<file path="src/rtl/rf_pkg.sv">
// Shared register-file constants and writeback source indices.
// Also holds the modulo helper used by the round-robin arbiter.
package rf_pkg;

  localparam int XLEN   = 32;
  localparam int ADDR_W = 5;
  localparam int IDX_W  = 3;

  localparam logic [ADDR_W-1:0] REG_ZERO = 5'd0;

  localparam int SRC_LOAD = 0;
  localparam int SRC_LUI  = 1;
  localparam int SRC_JUMP = 2;
  localparam int SRC_ALU  = 3;

  // Wraps v into 0..n-1 for v < 2n, so non-power-of-two source counts skip unused indices.
  function automatic int wrap_idx(input int v, input int n);
    return (v >= n) ? (v - n) : v;
  endfunction

endpackage

</file>
<file path="src/rtl/rr_arbiter.sv">
// Combinational round-robin pick: first requester at or after ptr, modulo NUM_REQ.
// Produces a one-hot grant, its binary index and an any-grant flag.
module rr_arbiter
  import rf_pkg::*;
#(
  parameter int NUM_REQ = 4
) (
  input  logic [NUM_REQ-1:0] i_req,
  input  logic [IDX_W-1:0]   i_ptr,
  output logic [NUM_REQ-1:0] o_gnt,
  output logic [IDX_W-1:0]   o_idx,
  output logic               o_any
);

  // NOTE: every output gets a default before the search loop so no latch is inferred.
  always_comb begin
    o_gnt = '0;
    o_idx = '0;
    o_any = 1'b0;
    for (int k = 0; k < NUM_REQ; k++) begin
      for (int i = 0; i < NUM_REQ; i++) begin
        if (!o_any && i_req[i] && (wrap_idx(int'(i_ptr) + k, NUM_REQ) == i)) begin
          o_any    = 1'b1;
          o_gnt[i] = 1'b1;
          o_idx    = IDX_W'(i);
        end
      end
    end
  end

endmodule

</file>
<file path="src/rtl/regfile_wb_arbiter.sv">
// Round-robin arbiter sharing the register-file write port between writeback sources.
// Grants are combinational; the write command is registered with one cycle of latency.
module regfile_wb_arbiter
  import rf_pkg::*;
#(
  parameter int NUM_REQ = 4
) (
  input  logic                      clk,
  input  logic                      rst,
  input  logic [NUM_REQ-1:0]        i_req_valid,
  input  logic [NUM_REQ*ADDR_W-1:0] i_req_addr,
  input  logic [NUM_REQ*XLEN-1:0]   i_req_data,
  output logic [NUM_REQ-1:0]        o_req_ready,
  input  logic                      i_wr_stall,
  output logic                      o_wr_en,
  output logic [ADDR_W-1:0]         o_wr_addr,
  output logic [XLEN-1:0]           o_wr_data,
  output logic [IDX_W-1:0]          o_grant_id
);

  logic [IDX_W-1:0]   r_rr_ptr;
  logic               r_wr_en;
  logic [ADDR_W-1:0]  r_wr_addr;
  logic [XLEN-1:0]    r_wr_data;
  logic [IDX_W-1:0]   r_grant_id;

  logic [NUM_REQ-1:0] w_req_masked;
  logic [NUM_REQ-1:0] w_gnt;
  logic [IDX_W-1:0]   w_idx;
  logic               w_any;
  logic [ADDR_W-1:0]  w_sel_addr;
  logic [XLEN-1:0]    w_sel_data;

  // Reset and stall both suppress grants, so requests seen during reset are simply dropped.
  assign w_req_masked = i_req_valid & {NUM_REQ{~rst & ~i_wr_stall}};

  rr_arbiter #(.NUM_REQ(NUM_REQ)) u_rr_arbiter (
    .i_req (w_req_masked),
    .i_ptr (r_rr_ptr),
    .o_gnt (w_gnt),
    .o_idx (w_idx),
    .o_any (w_any)
  );

  always_comb begin
    w_sel_addr = '0;
    w_sel_data = '0;
    for (int i = 0; i < NUM_REQ; i++) begin
      if (w_gnt[i]) begin
        w_sel_addr = i_req_addr[i*ADDR_W +: ADDR_W];
        w_sel_data = i_req_data[i*XLEN +: XLEN];
      end
    end
  end

  // NOTE: state registers use non-blocking assignments so every flop samples pre-edge values.
  always_ff @(posedge clk) begin
    if (rst) begin
      r_rr_ptr   <= '0;
      r_wr_en    <= 1'b0;
      r_wr_addr  <= '0;
      r_wr_data  <= '0;
      r_grant_id <= '0;
    end else if (w_any) begin
      r_rr_ptr   <= IDX_W'(wrap_idx(int'(w_idx) + 1, NUM_REQ));
      r_wr_en    <= (w_sel_addr != ADDR_W'(REG_ZERO));
      r_wr_addr  <= w_sel_addr;
      r_wr_data  <= w_sel_data;
      r_grant_id <= w_idx;
    end else begin
      r_wr_en    <= 1'b0;
    end
  end

  assign o_req_ready = w_gnt;
  assign o_wr_en     = r_wr_en;
  assign o_wr_addr   = r_wr_addr;
  assign o_wr_data   = r_wr_data;
  assign o_grant_id  = r_grant_id;

endmodule

</file>
<file path="config.mk">
export PLATFORM = sky130hd
export DESIGN_NAME = regfile_wb_arbiter
export DESIGN_NICKNAME = d
export VERILOG_FILES = /design/src/rtl/rf_pkg.sv /design/src/rtl/rr_arbiter.sv /design/src/rtl/regfile_wb_arbiter.sv
export SDC_FILE = /design/constraint.sdc
export NUM_CORES = 1
export LEC_CHECK = 0
export CAP_MARGIN = 20
export CORE_MARGIN = 8
export CORE_UTILIZATION = 32
export DETAILED_ROUTE_END_ITERATION = 10
export MAX_ROUTING_LAYER = met4
export PLACE_DENSITY = 0.81
export SYNTH_ARGS = -nofsm -noshare
export SYNTH_HDL_FRONTEND = slang
export SYNTH_SLANG_ARGS = --single-unit
</file>
<file path="constraint.sdc">
create_clock -name clk -period 2.8 [get_ports clk]
set_clock_uncertainty 0.05 [all_clocks]
set_input_delay 0.56 -clock clk [delete_from_list [all_inputs] [get_ports clk]]
set_output_delay 0.56 -clock clk [all_outputs]
set_load 0.02 [all_outputs]
</file>
==> summary by stage, run 1 <==
Placement
The count of buffers added on input and output ports is 198. The placed wire-length estimate after detailed placement is 8.94 mm. The weighted congestion at the end of routability-driven global placement is 0.983. The worst setup timing slack at the placement stage is -0.407 ns.

In this run, placement finished with an instance count of 570.

Routing
In this run the remaining antenna-violating nets after routing total 0. The via count is 3194. Dividing the detail-routed via count by the number of cells gives 5.51. In this run, the number of DRC markers left after iteration 0 of detailed routing was 227. The count of unresolved DRC violations after routing is 0. The mean routed wirelength per cell is 19.4 um. The number of iterations in the first detailed-routing pass is 6. The total wirelength of the detailed-routed design is 11.3 mm.

Clock tree
At the later pin of the worst-skew pair, clock insertion delay measures 0.30 ns. The CTS tree is done. The cell sitting at the root of the clock tree is a sky130_fd_sc_hd__clkbuf_8. The longest clock path from root to sink contains 2 buffers.

The number of H-tree branching levels is 2. After clock tree synthesis, the clock-pin slew on the worst setup and hold paths is 0.09 ns. CTS saw 43 sinks. The number of buffers created by CTS is 5.

Worst setup path
For the worst setup path, the data required time is 2.19 ns. The maximum fanout count along the critical path is 3. The sort of element at the end of the critical path is an output port. For the worst setup path, the data arrival time is 2.11 ns. The setup check on the worst reg-to-reg path leaves a slack of 0.15 ns. The worst flop-to-flop path startpoint is r_rr_ptr[1]. Measured in cells, the most critical reg-to-reg path has a length of 8.

The worst setup path category is input port to output port. The sort of element at the start of the critical path is an input port. The endpoint of the worst register-to-register path is r_rr_ptr[1].

Floorplanning
The die height is 101 um. The standard cell core area is 7140 um2. The die footprint is 10200 um2. The row count is 31. For this configuration, the core starts out at a cell density of 32.5%.

In this run the count of I/O pins placed on the die edge is 200. Measured along the x axis, the die boundary spans 101 um.

Global routing
The number of global-route vias before repair came to 3428. The first global-routing pass estimated 17.1 mm of wire. The total global routing overflow is 0. The combined global-route utilization of all metal layers is 21.8%. The initial antenna violation count is 0. The maximum number of pins on one net before global-route repair is 31.

Timing
Setup repair after global routing left no endpoint under its margin. The number of pins exceeding their max-slew limit in the final report was 0. The final count of hold timing violations is 0. The share of the clock period used by the worst path after layout is 97.0%. Setup violations remaining at the end of the flow were counted as 0. Final hold analysis gives a worst-case slack of 0.420 ns. The smallest setup slack after layout is 0.0848 ns.

The post-layout minimum cycle time is 2.72 ns. The achievable frequency is 368 MHz.

Finish
The leading cell type in the layout, fill and taps excluded is sky130_fd_sc_hd__clkdlybuf4s50_1. The share of cells above drive strength 1 is 12.5%. Leaving out fill and tap cells, the most frequent cells in the layout are sky130_fd_sc_hd__clkdlybuf4s50_1, sky130_fd_sc_hd__dfxtp_1, sky130_fd_sc_hd__nand2_1.

The number of diodes added for antenna fixing is 0. The area growth from synthesis to layout is 104%. At the end of the flow, the number of nets in the layout was 636.

Leaving out filler cells and counting taps, the final layout contains 580.

Yosys
Synthesis produced 266 cells. Dividing the synthesized area by the synthesized cell count gives 8.73 um2. sky130_fd_sc_hd__dfxtp_1 takes more of the synthesized area than any other cell.

The post-synth design cell area is 2320 um2. The leading register cell type out of synthesis is sky130_fd_sc_hd__dfxtp_1. The synthesized design contains 0 enable-type register cells. By area the synthesized netlist is led by sky130_fd_sc_hd__dfxtp_1, sky130_fd_sc_hd__a222oi_1, sky130_fd_sc_hd__a22oi_1. The fraction of registers with async set/reset is 0%.

Synthesis inferred 43 register bits. The net count after synthesis is 422. The number of warning messages in the yosys log is 0. The area share of the leading cell type in the synthesized netlist is 37.1%. The share of synthesized area occupied by flip-flops and latches is 37.1%. The netlist uses 49 different library cells.

Job
Max-cap violations in this run came to 0.

Power
The worst-case vdd ir drop is 0.274 mV. For this design the ratio of total power to cell area is 515 nW/um2. In this run the static leakage power is 0.00189 uW. The overall power consumption is 2440 uW.

Outcome
The run finished with clean final reports.

Hold path
The destination of the worst hold path is o_grant_id[1]. In this run the most critical hold path is launched from o_grant_id[1]. The worst min-delay path class is flip-flop to flip-flop.

The cell depth of the worst min-delay path is 1.
cell usage after synthesis, types with 2 or more instances:
library cell and count:
sky130_fd_sc_hd__dfxtp_1 43, sky130_fd_sc_hd__nand2_1 40, sky130_fd_sc_hd__a22oi_1 27, sky130_fd_sc_hd__a222oi_1 23
sky130_fd_sc_hd__a221o_1 16, sky130_fd_sc_hd__o21ai_0 16, sky130_fd_sc_hd__buf_2 15, sky130_fd_sc_hd__nor2_1 15
sky130_fd_sc_hd__a311oi_1 9, sky130_fd_sc_hd__clkbuf_1 8, sky130_fd_sc_hd__nand2b_1 4, sky130_fd_sc_hd__and2_1 3
sky130_fd_sc_hd__nor3_1 3, sky130_fd_sc_hd__a21oi_1 2, sky130_fd_sc_hd__buf_1 2, sky130_fd_sc_hd__buf_4 2
sky130_fd_sc_hd__nand4_1 2, sky130_fd_sc_hd__nor2b_1 2, sky130_fd_sc_hd__o2111ai_1 2, sky130_fd_sc_hd__o21a_1 2
sky130_fd_sc_hd__o21ai_1 2
layer usage:
metal,global-route usage (%),wire length (um)
met5,-,0
met1,23.5,4440
met4,6.87,241
met2,37.3,5610
met3,6.80,983
power by group:
part	leakage [uW]	internal, uW	switching [uW]
Combinational	0.00150	643	546
Sequential	0.000357	748	82.7
Clock	0.0000408	179	239
Total	0.00189	1570	869
sequential cells by signal (all words and copies together) (netlist names):
| register | count |
|---|---|
| o_wr_data | 32 |
| o_wr_addr | 5 |
| o_grant_id | 2 |
| r_rr_ptr | 3 |
| o_wr_en | 1 |
cells by family (layout without fill, tap and decap cells):
kind of cell | count (synthesis) | count (layout) | synth area share [%]
AO/OA/AOI/OAI | 112 | 112 | 40.1
AND/OR/NAND/NOR | 78 | 78 | 15.4
flip-flops | 43 | 43 | 37.1
buffers and inverters | 30 | 245 | 6.30
adder cells (fa/ha/maj) | 1 | 1 | 0.539
other | 1 | 1 | 0.161
multiplexers | 1 | 1 | 0.431
worst max path at each step:
stage | startpoint | to | slack [ns] | cells past startpoint
final | i_req_valid[0] | o_req_ready[2] | 0.08 | 8
after global routing | i_req_valid[0] | o_req_ready[2] | 0.002 | 8
after CTS | i_wr_stall | o_req_ready[0] | 0.004 | 6
after detailed placement | i_req_valid[2] | o_req_ready[0] | -0.41 | 6
after global placement | rst | o_req_ready[3] | -0.32 | 6
after floorplan | i_wr_stall | r_rr_ptr[1] | 0.17 | 8
layout make-up:
class                      instances  area, um2
clock buffer                       5       68.8
clock inverter                     3       23.8
fill                             630       2400
inverter                           2       10.0
multi-input combinational        193       1360
sequential                        43        861
tap                               99        124
timing repair buffer             235       2290
critical path, stage by stage:
cell                              delay, ns
sky130_fd_sc_hd__clkdlybuf4s50_1       0.50
sky130_fd_sc_hd__nand3b_1              0.10
sky130_fd_sc_hd__a31oi_2               0.29
sky130_fd_sc_hd__buf_4                 0.18
sky130_fd_sc_hd__o211ai_1              0.10
sky130_fd_sc_hd__nand4_2               0.15
sky130_fd_sc_hd__inv_4                 0.06
sky130_fd_sc_hd__buf_4                 0.16
timing repair:
action | in CTS | in global routing
resized for setup | 12 | 9
setup buffers | 2 | 0
hold buffers | 0 | 0
endpoints found under the setup margin | 4 | 15
pin swaps | 2 | 5
stage by stage:
stage               cell area, um2  TNS (ns)  util [%]
detailed placement            4610     -4.55      64.5
global route                  4730         0      66.3
floorplan                     2320         0         -
global placement              4610     -2.74      64.5
CTS                           4720         0      66.1
finish                        4730         0      66.3
(Power assumes the default switching activity.)
==> inputs of run 2 (changes only) <==
- CAP_MARGIN: 20 -> 0
==> results of run 2 <==
The final DEF is identical to that of run 1; final timing and power are the same.
==> inputs of run 3 (changes only) <==
- RECOVER_POWER: unset -> 100
==> run 3 against run 2 <==
Net effect:
- die area is the same
- total power is 2.6% lower
- global-route usage did not move
- design area is 0.40% lower
- register-to-register slack worse by 0.03 ns
- highest routed layer unchanged
- cell count unchanged
- routed wire length barely moved
- sequential power is 0.7% lower
- largest cell class unchanged
- fmax decreased by 0.40%
- worst setup slack worse by 0.011 ns
==> summary by stage, run 3 (synthesis results as in run 1) <==
Outcome
The flow ran to the end, and the final reports show no timing, DRC or antenna violations.

Timing
Setup violations remaining at the end of the flow were counted as 0. The transition at the pin with the smallest max-transition slack is 0.607 ns. The minimum hold slack is 0.414 ns. Setup repair after global routing left no endpoint under its margin. The number of pins exceeding their max-slew limit in the final report is 0. The post-layout minimum cycle time is 2.73 ns. The final count of hold timing violations is 0.

Measured against its own limit, the worst slew margin works out to 59.5%. Derived from the worst setup path, the maximum achievable clock frequency is 367 MHz. Adding up every negative setup slack in the final design gives 0 ns. The share of the clock period used by the worst path after layout is 97.4%.

Routing
The highest routing layer actually used is met4. Wires add up to 11.3 mm. In the detailed route, the total length drawn on met2 is 5.64 mm. Dividing the detail-routed via count by the number of cells gives 5.46. The routed layout has 3164 vias.

The detailed router finished its first iteration with 204 violations. The met3 wirelength from detailed routing is 978 um. The number of iterations in the first detailed-routing pass is 6. The count of unresolved DRC violations after routing is 0. The count of nets left with antenna violations after detail routing is 0. The mean routed wirelength per cell is 19.4 um. The met1 layer wirelength in the final routing is 4.40 mm.

Hold path
The path class of the tightest hold or removal check is flip-flop to flip-flop.

Floorplanning
The standard cell core area is 7140 um2. The die height is 101 um. The floorplan die width is 101 um. The row count is 31. The number of placed I/O pins is 200. The die covers 10200 um2. The initial standard-cell utilization of the core is 32.5%.

Finish
The non-filler instance count after layout is 580. The leading cell type in the layout, fill and taps excluded is sky130_fd_sc_hd__clkdlybuf4s50_1. The net count of the finished layout is 636. Summing all multi-input logic gate instances after layout gives 1350 um2. In the layout the commonest cells are sky130_fd_sc_hd__clkdlybuf4s50_1, sky130_fd_sc_hd__dfxtp_1, sky130_fd_sc_hd__nand2_1, sky130_fd_sc_hd__dlygate4sd3_1, sky130_fd_sc_hd__buf_4. The area of all sequential standard cells is 861 um2.

The post-route netlist has 12.1% of its cells at a drive strength greater than 1. The number of filler instances in the final layout is 633. The number of antenna diodes in the final layout is 0. The register with the most flip-flops in the layout has 32 of them. The area overhead of the layout relative to synthesis is 103%.

Clock tree
Clock tree synthesis found a total of 43 sinks. The maximum count of clock buffers along a single path is 2. After clock tree synthesis, the clock-pin slew on the worst setup and hold paths is 0.09 ns. The cell at the root of the clock tree is sky130_fd_sc_hd__clkbuf_8. Counting the buffers created by CTS gives 5. The number of buffers added to fix hold violations after cts is 0. The CTS tree is done. The H-tree was split into 2 levels.

Clock latency on the worst-skew pair, taken at its later pin, is 0.29 ns.

Global routing
The number of global-route vias before repair is 3428. The initial antenna violation count came to 0. Global routing used 21.8% of the available tracks across all layers. Entering global routing, the biggest net connects 31 pins. The total global routing overflow is 0. The first-pass GRT wire length is 17.1 mm.

Placement
Port buffering added 198 buffers. The weighted congestion at the end of routability-driven global placement is 0.983. The instance count after placement with tap cells included is 570. Once detailed placement completed, the half-perimeter wirelength came to 8.94 mm.

Power
The power share of the sequential group is 34.7%. IR analysis of the VDD net gives a maximum drop of 0.271 mV. Overall power consumption after layout is estimated at 2370 uW.

The share of total power dissipated in combinational logic is 47.8%. Of the total power, the clock network draws 17.5%. The internal portion of the total power is 1520 uW. The static leakage power is 0.00197 uW. In this run the power density over the cells is 504 nW/um2. Net switching is 36.2% of the power.

Summed over all nets, the switching power comes to 860 uW.

Worst setup path
STA classifies the critical path endpoint as an output port. Counting both buffers and inverters, the worst setup path holds a total of 4. The worst setup path is launched from an input port. The critical path is of the input port to output port type. In this run the register-to-register setup slack is 0.12 ns. For the worst setup path, the data required time is 2.19 ns. Walking the worst path, the cells encountered are clkdlybuf4s50_1 > nand3b_1 > a31oi_2 > buf_4 > o211ai_1 > nand4_2 > inv_4 > buf_4. The delay of the slowest cell on the worst path is 0.50 ns. The most repeated library cell on the critical path is sky130_fd_sc_hd__buf_4. The maximum fanout count along the critical path is 3. The kind of cell with the highest combined delay on the critical path is buffers and inverters. The highest-delay cell along the critical path is sky130_fd_sc_hd__clkdlybuf4s50_1. STA puts the critical path data arrival time at 2.12 ns.

Job
The count of maximum capacitance violations is 0.
run 3: final cells by class:
type / instances / area share [%]
timing repair buffer: 235 / 48.2
clock inverter: 3 / 0.504
clock buffer: 5 / 1.46
tap: 99 / 2.63
sequential: 43 / 18.3
inverter: 2 / 0.212
multi-input combinational: 193 / 28.7
run 3: worst register-to-register path, cell delays in order, from the launching register on:
cell and delay (ns):
sky130_fd_sc_hd__dfxtp_1 0.56, sky130_fd_sc_hd__or3b_1 0.42, sky130_fd_sc_hd__or2_0 0.24, sky130_fd_sc_hd__nand2_1 0.13, sky130_fd_sc_hd__o41ai_4 0.11, sky130_fd_sc_hd__clkbuf_4 0.26
sky130_fd_sc_hd__or2_2 0.30, sky130_fd_sc_hd__ha_1 0.29, sky130_fd_sc_hd__a32o_1 0.22
run 3: final timing paths:
check	startpoint	to	depth (start not counted)
worst max register to register	r_rr_ptr[1]	r_rr_ptr[1]	8
worst min-delay path	o_grant_id[1]	o_grant_id[1]	1
worst max-delay path	i_req_valid[0]	o_req_ready[2]	8
worst min register to register	o_grant_id[1]	o_grant_id[1]	1
run 3: what timing repair did:
item                                    CTS  global route
endpoints found under the setup margin    4            15
setup buffers                             2             0
gates resized for setup                  12             9
pin swaps                                 2             5
run 3: routing by layer:
layer / track usage, % / up-vias
met3: 6.80 / 18
met4: 6.87 / 0
li1: - / 1499
met5: - / -
met2: 37.3 / 157
met1: 23.5 / 1490
run 3: power by group through the flow:
stage	registers (uW)	logic [uW]	clock network [uW]
6_report	825	1130	416
5_1_grt	838	1210	459
4_1_cts	829	1190	436
3_5_place_dp	842	1190	0
3_3_place_gp	835	1160	0
2_1_floorplan	981	367	0
run 3: per-stage QoR:
| stage | util, % | worst slack [ns] | instance area, um2 |
|---|---|---|---|
| 2_1_floorplan | - | 0.170 | 2320 |
| 3_3_place_gp | 64.5 | -0.324 | 4610 |
| 3_5_place_dp | 64.5 | -0.407 | 4610 |
| 4_1_cts | 66.1 | 0.00427 | 4720 |
| 5_1_grt | 66.1 | 0.00201 | 4710 |
| 6_report | 66.1 | 0.0739 | 4710 |
